`config.mk`:
```
export PLATFORM = sky130hd
export DESIGN_NAME = lock_code_sender
export DESIGN_NICKNAME = d
export VERILOG_FILES = /design/src/rtl/lock_code_sender.sv
export SDC_FILE = /design/constraint.sdc
export NUM_CORES = 1
export LEC_CHECK = 0
export BUFFER_PORTS_ARGS = -buffer_cell sky130_fd_sc_hd__buf_2
export CORE_UTILIZATION = 52
export CTS_CLUSTER_DIAMETER = 150
export DETAILED_ROUTE_END_ITERATION = 16
export GPL_ROUTABILITY_DRIVEN = 0
export HOLD_SLACK_MARGIN = 0.12
export PLACE_DENSITY = 0.76
export SYNTH_ARGS = -nofsm -noshare
export SYNTH_HDL_FRONTEND = slang
export SYNTH_SLANG_ARGS = --single-unit
```
`constraint.sdc`:
```
create_clock -name clock -period 2.2 [get_ports clock]
set_input_delay 0.11 -clock clock [delete_from_list [all_inputs] [get_ports clock]]
set_output_delay 0.11 -clock clock [all_outputs]
set_load 0.02 [all_outputs]
```
`src/rtl/lock_code_sender.sv`:
```
// Transmit side of the serial code-lock link: shifts a latched code MSB-first onto B,
// samples the lock's verdict and tracks consecutive failures up to a lockout.
module lock_code_sender #(
    parameter int CODE_W    = 4,
    parameter int MAX_TRIES = 3,
    parameter int TRY_W     = 2
) (
    input  logic              clock,
    input  logic              Reset,
    input  logic              start,
    input  logic [CODE_W-1:0] code,
    input  logic              Correct,
    input  logic              Incorrect,
    output logic              B,
    output logic              busy,
    output logic              granted,
    output logic              denied,
    output logic              proto_err,
    output logic [TRY_W-1:0]  tries_left,
    output logic              locked_out
);

    localparam int PH_W = $clog2(CODE_W + 1);
    localparam logic [PH_W-1:0]  PH_LAST  = PH_W'(CODE_W);
    localparam logic [PH_W-1:0]  PH_SLAST = PH_W'(CODE_W - 1);
    localparam logic [TRY_W-1:0] TRY_MAX  = TRY_W'(MAX_TRIES);

    typedef enum logic [2:0] {
        IDLE,
        ALIGN,
        SEND,
        VERDICT,
        LOCKED
    } state_t;

    state_t            state;
    logic [PH_W-1:0]   phase;
    logic [CODE_W-1:0] sreg;

    // phase tracks the lock's frame position, so it never stops regardless of state
    always_ff @(posedge clock) begin
        if (Reset) begin
            state      <= IDLE;
            phase      <= '0;
            sreg       <= '0;
            B          <= 1'b0;
            busy       <= 1'b0;
            granted    <= 1'b0;
            denied     <= 1'b0;
            proto_err  <= 1'b0;
            tries_left <= TRY_MAX;
            locked_out <= 1'b0;
        end else begin
            granted   <= 1'b0;
            denied    <= 1'b0;
            proto_err <= 1'b0;
            phase     <= (phase == PH_LAST) ? '0 : phase + 1'b1;

            case (state)
                IDLE: begin
                    B <= 1'b0;
                    if (start && !locked_out) begin
                        busy <= 1'b1;
                        // accepted in the verdict slot: the very next cycle opens a frame
                        if (phase == PH_LAST) begin
                            state <= SEND;
                            B     <= code[CODE_W-1];
                            sreg  <= code << 1;
                        end else begin
                            state <= ALIGN;
                            sreg  <= code;
                        end
                    end
                end

                ALIGN: begin
                    B <= 1'b0;
                    if (phase == PH_LAST) begin
                        state <= SEND;
                        B     <= sreg[CODE_W-1];
                        sreg  <= sreg << 1;
                    end
                end

                SEND: begin
                    if (phase == PH_SLAST) begin
                        state <= VERDICT;
                        B     <= 1'b0;
                    end else begin
                        B    <= sreg[CODE_W-1];
                        sreg <= sreg << 1;
                    end
                end

                VERDICT: begin
                    B    <= 1'b0;
                    busy <= 1'b0;
                    if (Correct && !Incorrect) begin
                        granted    <= 1'b1;
                        tries_left <= TRY_MAX;
                        state      <= IDLE;
                    end else begin
                        denied    <= 1'b1;
                        proto_err <= (Correct == Incorrect);
                        if (tries_left <= TRY_W'(1)) begin
                            tries_left <= '0;
                            locked_out <= 1'b1;
                            state      <= LOCKED;
                        end else begin
                            tries_left <= tries_left - 1'b1;
                            state      <= IDLE;
                        end
                    end
                end

                LOCKED: begin
                    B          <= 1'b0;
                    busy       <= 1'b0;
                    locked_out <= 1'b1;
                end

                default: begin
                    state <= IDLE;
                    B     <= 1'b0;
                    busy  <= 1'b0;
                end
            endcase
        end
    end

endmodule

```
=== Word-level counts from Yosys, hierarchy flattened ===
Cells that the tools add are included.

* Output and inout bits: 8
* Word-level logic and storage cells: 70
* Bits in registers: 18
* Input bits: 9

* $lt $le $gt $ge: 1
* Equal/unequal tests: 13
* Mux-type cells: 26
* Bitwise operators: 3
* Add/sub/neg operators: 2
* Reduce and logical (&&, ||, !) cells: 15

{| class="wikitable"
|+ Operators with widths
! cell !! number
|-
| 2-to-1 mux 4 bit || 4
|-
| 2-to-1 mux 3 bit || 5
|-
| case mux 3 bit (5 select lines) || 1
|-
| != test 2 bit, second input constant || 6
|-
| case mux 4 bit (3 select lines) || 1
|-
| == test 3 x 2 -> 1 bit, second input constant || 3
|-
| 2-to-1 mux 1 bit || 9
|-
| AND reduction 4 bit || 2
|-
| == test 3 bit, second input constant || 2
|-
| 2-to-1 mux 2 bit || 3
|-
| OR reduction 2 bit || 3
|-
| case mux 1 bit (2 select lines) || 2
|-
| adder 3 x 1 -> 3 bit, second input constant || 1
|-
| == test 3 x 1 -> 1 bit, second input constant || 1
|-
| zero test 3 bit || 1
|-
| inverter 1 bit || 3
|-
| case mux 1 bit (3 select lines) || 1
|-
| AND reduction 3 bit || 1
|-
| nonzero test 3 bit || 1
|-
| OR reduction 3 bit || 1
|-
| less-or-equal comparator 2 x 1 -> 1 bit, second input constant || 1
|-
| logical AND 1 bit || 2
|-
| zero test 1 bit || 2
|-
| AND reduction 2 bit || 1
|-
| 3 further kinds || 3
|}

=== Logic depth before layout (Yosys ltp) ===
Gate-level depths: netlist of run 1.

* Word-level depth: 4
* Depth in mapped cells: 7
* Gate-level depth less buffers: 6

=== Least setup slack after synthesis of run 1 ===
No wires, ideal clock.

* Kind: flip-flop to flip-flop
* Start: register phase[0]
* End: register sreg[0]
* Slack: 0.310 ns
* Period minus slack after synthesis: 1.890 ns
* Setup time: 0.067 ns
* Arrival time: 1.822 ns
* Path buffers: 0
* Required time: 2.133 ns
* Stages on the path, launching flop included: 7
* Path through: dfxtp_1 ha_1 ha_1 or3b_1 a31o_2 or3_4 a21oi_2

* Cells in the longest elaborated chain, start to end: 4
* Elaborated cells on any way between the ends: 8
* Those cells by class: 4 x eq/ne; 3 x mux; 1 x reduce/logical

{| class="wikitable"
|+ Ends and longest elaborated chain
! element !! line !! RTL
|-
| start, declared || 37 || <nowiki>logic [PH_W-1:0] phase;</nowiki>
|-
| start signal, assigned || 57 || <nowiki>phase <= (phase == PH_LAST) ? '0 : phase + 1'b1;</nowiki>
|-
| == test 3 bit || 65, 78 ||
|-
| 2-to-1 mux 4 bit || 65 || <nowiki>if (phase == PH_LAST) begin</nowiki>
|-
| 2-to-1 mux 4 bit || 62 || <nowiki>if (start && !locked_out) begin</nowiki>
|-
| case mux 4 bit (3 select lines) || 59 || <nowiki>case (state)</nowiki>
|-
| end signal, assigned || 68 || <nowiki>sreg <= code << 1;</nowiki>
|-
| end signal, assigned || 71 || <nowiki>sreg <= code;</nowiki>
|-
| end signal, assigned || 81 || <nowiki>sreg <= sreg << 1;</nowiki>
|-
| end, declared || 38 || <nowiki>logic [CODE_W-1:0] sreg;</nowiki>
|}

Parallel ways exist; a longest one is shown, timed or not. The select of a mux whose other input is x is not followed.
A chain may end at the register's enable or synchronous reset.

=== Final worst setup path of run 1 ===
Ends and elaborated chain as after synthesis.

==> results of run 1 <==
==> logic make-up (layout without fill, tap and decap cells) <==
family | after synthesis | after routing | share of synthesized area [%]
AOI/OAI and AO/OA | 18 | 18 | 13.9
DFF | 18 | 18 | 42.2
adders and majority gates | 4 | 4 | 5.86
xor gates and xnor gates | 1 | 1 | 1.03
buffers and inverters | 13 | 28 | 7.17
and+or+nand+nor | 48 | 48 | 29.9
==> layer usage <==
metal | track usage, % | share of wire [%] | up-vias
li1 | - | - | 382
met1 | 24.1 | 51 | 325
met2 | 28.6 | 46 | 12
met3 | 5.17 | 2.8 | 2
met4 | 9.38 | 0.78 | 0
met5 | 0 | 0 | -
==> how the worst min path moves through the flow <==
stage | slack (ns) | from | end | depth (start not counted)
after global routing | 0.15 | Correct | proto_err | 3
after detailed placement | 0.41 | code[3] | B | 3
after CTS | 0.13 | Correct | proto_err | 3
final | 0.14 | Correct | proto_err | 3
after global placement | 0.38 | code[3] | B | 3
after floorplan | 0.28 | code[3] | B | 2
==> layout make-up <==
| cell class | count | area [um2] | area share, % |
|---|---|---|---|
| Timing Repair Buffer | 17 | 90.1 | 9.33 |
| Sequential cell | 18 | 360 | 37.3 |
| Multi-Input combinational cell | 71 | 433 | 44.8 |
| Clock buffer | 4 | 36.3 | 3.76 |
| Tap cell | 16 | 20.0 | 2.07 |
| Inverter | 7 | 26.3 | 2.72 |
==> registers in the layout, summed over array words and instances (netlist names) <==
signal      flops
busy            1
granted         1
denied          1
phase           3
B               1
sreg            4
proto_err       1
state           3
tries_left      2
locked_out      1
==> tightest hold or removal path, delay by kind of cell <==
kind	cells	cell delay (ns)
adders and majority gates	1	0.11
and+or+nand+nor	1	0.10
buffers and inverters	1	0.08
==> report_power, final <==
part,total [mW],leakage (nW),switching [mW],internal (mW)
clock network,0.201,0.0210,0.0999,0.101
registers,0.360,0.147,0.0150,0.345
logic,0.0980,0.262,0.0522,0.0458
total,0.658,0.430,0.167,0.491
==> synthesized netlist by cell type, types with 2 or more instances <==
cell type	n	area, um2
and3_1	3	18.8
and2_1	2	12.5
nor3b_1	2	15.0
ha_1	4	50.1
inv_1	7	26.3
a21oi_1	6	30.0
nand3b_1	3	22.5
o41ai_1	3	26.3
nor3_1	4	20.0
nor2_1	12	45.0
nand2_1	13	48.8
o21ai_0	4	20.0
dfxtp_1	18	360
or2_2	2	12.5
clkbuf_1	3	11.3
==> flow_summary.ini, run 1 <==
[outcome]
status = finished, final reports clean

[worst_setup_path]
startpoint = phase[0]
crit_slowest_cell = or3_4
crit_buf_inv = 0
path_depth = 6
cp-endpoint = sreg[0]
crit_fanout = 8
critPathArrivalTime_ns = 2.21
timing.rr.end = sreg[0]
slowest_delay_ns = 0.40
cpMostUsedCell = ha_1
path_class = reg2reg
path_cells = ha_1 > ha_1 > or3b_1 > a31o_2 > or3_4 > a21oi_2
end_kind = register
required_ns = 2.43
reg2reg_slack_ns = 0.22
cp_top_family = simple AND/OR/NAND/NOR gates
start_kind = register
reg2regPathDepth = 6
rr_startpoint = phase[0]

[clock_tree]
cts.clk_slew.worst_paths_ns = 0.10
ctsHoldBuffers = 1
cts.path.max_buffers = 2
post-cts-setup-buffers = 0
clock_sinks = 18
insertion_delay_ns = 0.29
cts.htree.levels = 1
cts_tree = built
cts_buffers = 3
root_buffer = clkbuf_4
cts_resized = 0

[synthesis]
synth_nets = 115
netlist_area_um2 = 855
dominantRegCellSynth = dfxtp_1
yosysUniqueCellTypes = 31
ys_async_sr_fraction_pct = 0
ys_ff_latch = 18
ys_warn_count = 0
syn_area_per_cell_um2 = 8.38
synth_edf_count = 0
netlist_instances = 102
synth-seq-area-share_pct = 42.2

[layout]
final_cell_mix = dfxtp_1, buf_2, nand2_1
diodes = 0
drive_gt1_share_pct = 22.2
layout_commonest_cell = dfxtp_1
design_area_um2 = 966
fin_cells = 133
finalNetCount = 131
syn_to_final_growth_pct = 13.0
final_util_pct = 63.4
n_fill_cell = 139

[timing]
period_needed_ns = 1.98
final-hold-violation-count = 0
finalMaxSlewViolations = 0
tns_ns = 0
setup_viol = 0
fin_skew_ns = 0.00401
slew_headroom_pct = 78.7
worst_slew_pin_slew_ns = 0.320
timing.hold.ws_ns = 0.143
fmax_ghz = 0.506
fin_ws_ns = 0.223
period_share_pct = 89.9
rsz0062_at_grt = false

[drt]
ant_nets = 0
route.detailed.drc = 0
drtPass1Iterations = 4
totalWireLength_um = 1530
avgViaCountPerCell = 5.42
num_vias = 721
wl_per_cell_um = 11.5
drt_iter0_drc = 17

[grt]
grtUsageTotal_pct = 18.8
grt_pass1_wl_um = 2550
grt_max_degree = 19
grt_overflow = 0
first_global_vias = 637
antenna_found_initial = 0

[floorplanning]
io_pins = 17
fp-row-count = 14
initial_core_util_pct = 56.1
chipHeight_um = 42.5
dieWidth_um = 42.5
dieArea_um2 = 1810
core_area_um2 = 1520

[power_and_ir_drop]
power_mw = 0.658
p_leak_nw = 0.430
p_per_area_nw_per_um2 = 682
peakVddDrop_uv = 348

[place]
dpl_cell_area_um2 = 920
dp_slack_ns = 0.248
io_buffers = 16
placedCellCount = 128
post-dp-hpwl_um = 1100

[hold_path]
hp-class = in2reg

[job]
max_cap_viol_count = 0
Power figures use the tool's default switching activity.
==> run 2, diff against run 1 <==
--- a/config.mk
+++ b/config.mk
@@ -6,12 +6,14 @@
 export NUM_CORES = 1
 export LEC_CHECK = 0
 export BUFFER_PORTS_ARGS = -buffer_cell sky130_fd_sc_hd__buf_2
-export CORE_UTILIZATION = 52
+export CELL_PAD_IN_SITES_DETAIL_PLACEMENT = 0
+export CELL_PAD_IN_SITES_GLOBAL_PLACEMENT = 1
+export CORE_UTILIZATION = 38
 export CTS_CLUSTER_DIAMETER = 150
 export DETAILED_ROUTE_END_ITERATION = 16
 export GPL_ROUTABILITY_DRIVEN = 0
 export HOLD_SLACK_MARGIN = 0.12
-export PLACE_DENSITY = 0.76
+export PLACE_DENSITY_LB_ADDON = 0.1
 export SYNTH_ARGS = -nofsm -noshare
 export SYNTH_HDL_FRONTEND = slang
 export SYNTH_SLANG_ARGS = --single-unit
==> run 2 against run 1 <==
Hold slack worse by 0.015 ns. Count of clock-buffer cells in the layout is the same. Utilization is 15 points lower. Register-to-register slack is essentially flat. Sequential share of layout area down 0.52 points. Via count is 0.55% higher. Sequential power hardly changed. Clock power grew 2%. Power grew 0.88%. Flip-flop and latch count is the same. Non-clock buffer count did not move. Critical path depth stayed put.
==> flow_summary.ini, run 2 (synthesis gave the netlist of run 1 again) <==
[clock_tree]
insertion_delay_ns = 0.30
cts_buffers = 3
cts.htree.levels = 1
clock_sinks = 18
cts_tree = built
post-cts-setup-buffers = 0
cts_resized = 0
cts.path.max_buffers = 2
root_buffer = clkbuf_4
cts.clk_slew.worst_paths_ns = 0.10
ctsHoldBuffers = 1

[drt]
route.detailed.drc = 0
avgViaCountPerCell = 5.03
num_vias = 725
ant_nets = 0
drtPass1Iterations = 4
drt_iter0_drc = 11
totalWireLength_um = 1630
wl_per_cell_um = 11.3

[grt]
grt_pass1_wl_um = 2920
grtUsageTotal_pct = 15.7
antenna_found_initial = 0
first_global_vias = 656
grt_use_met1_pct = 19.1
grt_max_degree = 19
grt_overflow = 0
grt_use_met3_pct = 5.61
grt.busiest_layer = met2
met2_usage_pct = 26.0

[worst_setup_path]
timing.rr.end = sreg[0]
end_kind = register
path_class = reg2reg
crit_fanout = 8
required_ns = 2.44
reg2reg_slack_ns = 0.23
start_kind = register
rr_startpoint = phase[0]
critPathArrivalTime_ns = 2.22
reg2regPathDepth = 6

[layout]
n_fill_cell = 228
final_cell_mix = dfxtp_1, buf_2, nand2_1
final_util_pct = 48.0
fin_cells = 144
design_area_um2 = 980
syn_to_final_growth_pct = 14.6
top_regs = sreg x4, phase x3, state x3
layout_commonest_cell = dfxtp_1
largest_register_ff_count = 4
diodes = 0
drive_gt1_share_pct = 22.2
finalNetCount = 131
regMostFlops = sreg

[timing]
period_needed_ns = 1.97
fin_skew_ns = 0.00354
slew_headroom_pct = 77.0
fin_ws_ns = 0.227
finalMaxSlewViolations = 0
worst_slew_pin_slew_ns = 0.345
fmax_ghz = 0.507
tns_ns = 0
period_share_pct = 89.7
rsz0062_at_grt = false
final-hold-violation-count = 0
setup_viol = 0

[place]
io_buffers = 16
dpl_cell_area_um2 = 933
placedCellCount = 139
dp_slack_ns = 0.240
post-dp-hpwl_um = 1200

[job]
max_cap_viol_count = 0

[power_and_ir_drop]
p_comb_share_pct = 14.8
p_leak_nw = 0.430
switching_power_mw = 0.173
p_per_area_nw_per_um2 = 678
pwr-share-clk_pct = 31.0
switching_share_pct = 26.0
intPower_mw = 0.491
seq_power_share_pct = 54.2
peakVddDrop_uv = 334

[hold_path]
hold_start = Correct
holdPathStages = 3
hold_path_end = proto_err
hp-class = in2reg

[floorplanning]
core_area_um2 = 2040
initial_core_util_pct = 41.9
io_pins = 17
fp-row-count = 16
dieArea_um2 = 2440
dieWidth_um = 49.4
chipHeight_um = 49.4

[outcome]
status = finished, final reports clean
==> run 2: power groups by stage <==
stage / registers [mW] / logic (mW) / clock network, mW
detailed placement: 0.367 / 0.0978 / 0
CTS: 0.360 / 0.0998 / 0.213
global placement: 0.367 / 0.0971 / 0
floorplan: 0.363 / 0.0791 / 0
global route: 0.364 / 0.114 / 0.225
finish: 0.360 / 0.0982 / 0.206
==> run 2: critical path: stages (launching register included) <==
cell and delay [ns]:
dfxtp_1 0.34, ha_1 0.20, ha_1 0.18, or3b_1 0.36, a31o_2 0.32, or3_4 0.40, a21oi_2 0.13
==> run 2: area by class of cell <==
| cell class | instances | area, um2 | area share [%] |
|---|---|---|---|
| sequential | 18 | 360 | 36.8 |
| tap | 27 | 33.8 | 3.45 |
| inverter | 7 | 26.3 | 2.68 |
| multi-input combinational | 71 | 433 | 44.2 |
| timing repair buffer | 17 | 90.1 | 9.20 |
| clock buffer | 4 | 36.3 | 3.70 |
==> run 2: routing by layer <==
layer | vias up | routed length [um]
li1 | 378 | -
met1 | 330 | 801
met2 | 14 | 742
met3 | 3 | 70
met4 | 0 | 16
met5 | - | 0
==> run 2: worst max path at each step <==
stage              from       to  slack, ns  cells past startpoint
3_3_place_gp   phase[0]  sreg[0]       0.27                      6
6_report       phase[0]  sreg[0]       0.23                      6
3_5_place_dp   phase[0]  sreg[0]       0.24                      6
2_1_floorplan  phase[0]  sreg[0]       0.31                      6
4_1_cts        phase[0]  sreg[0]       0.22                      6
5_1_grt        phase[0]  sreg[0]       0.15                      6
==> run 2: stage by stage <==
step                hold slack [ns]  total power, mW
floorplan                     0.276            0.442
global placement              0.385            0.464
detailed placement            0.392            0.465
CTS                           0.122            0.672
global route                  0.146            0.703
finish                        0.128            0.664
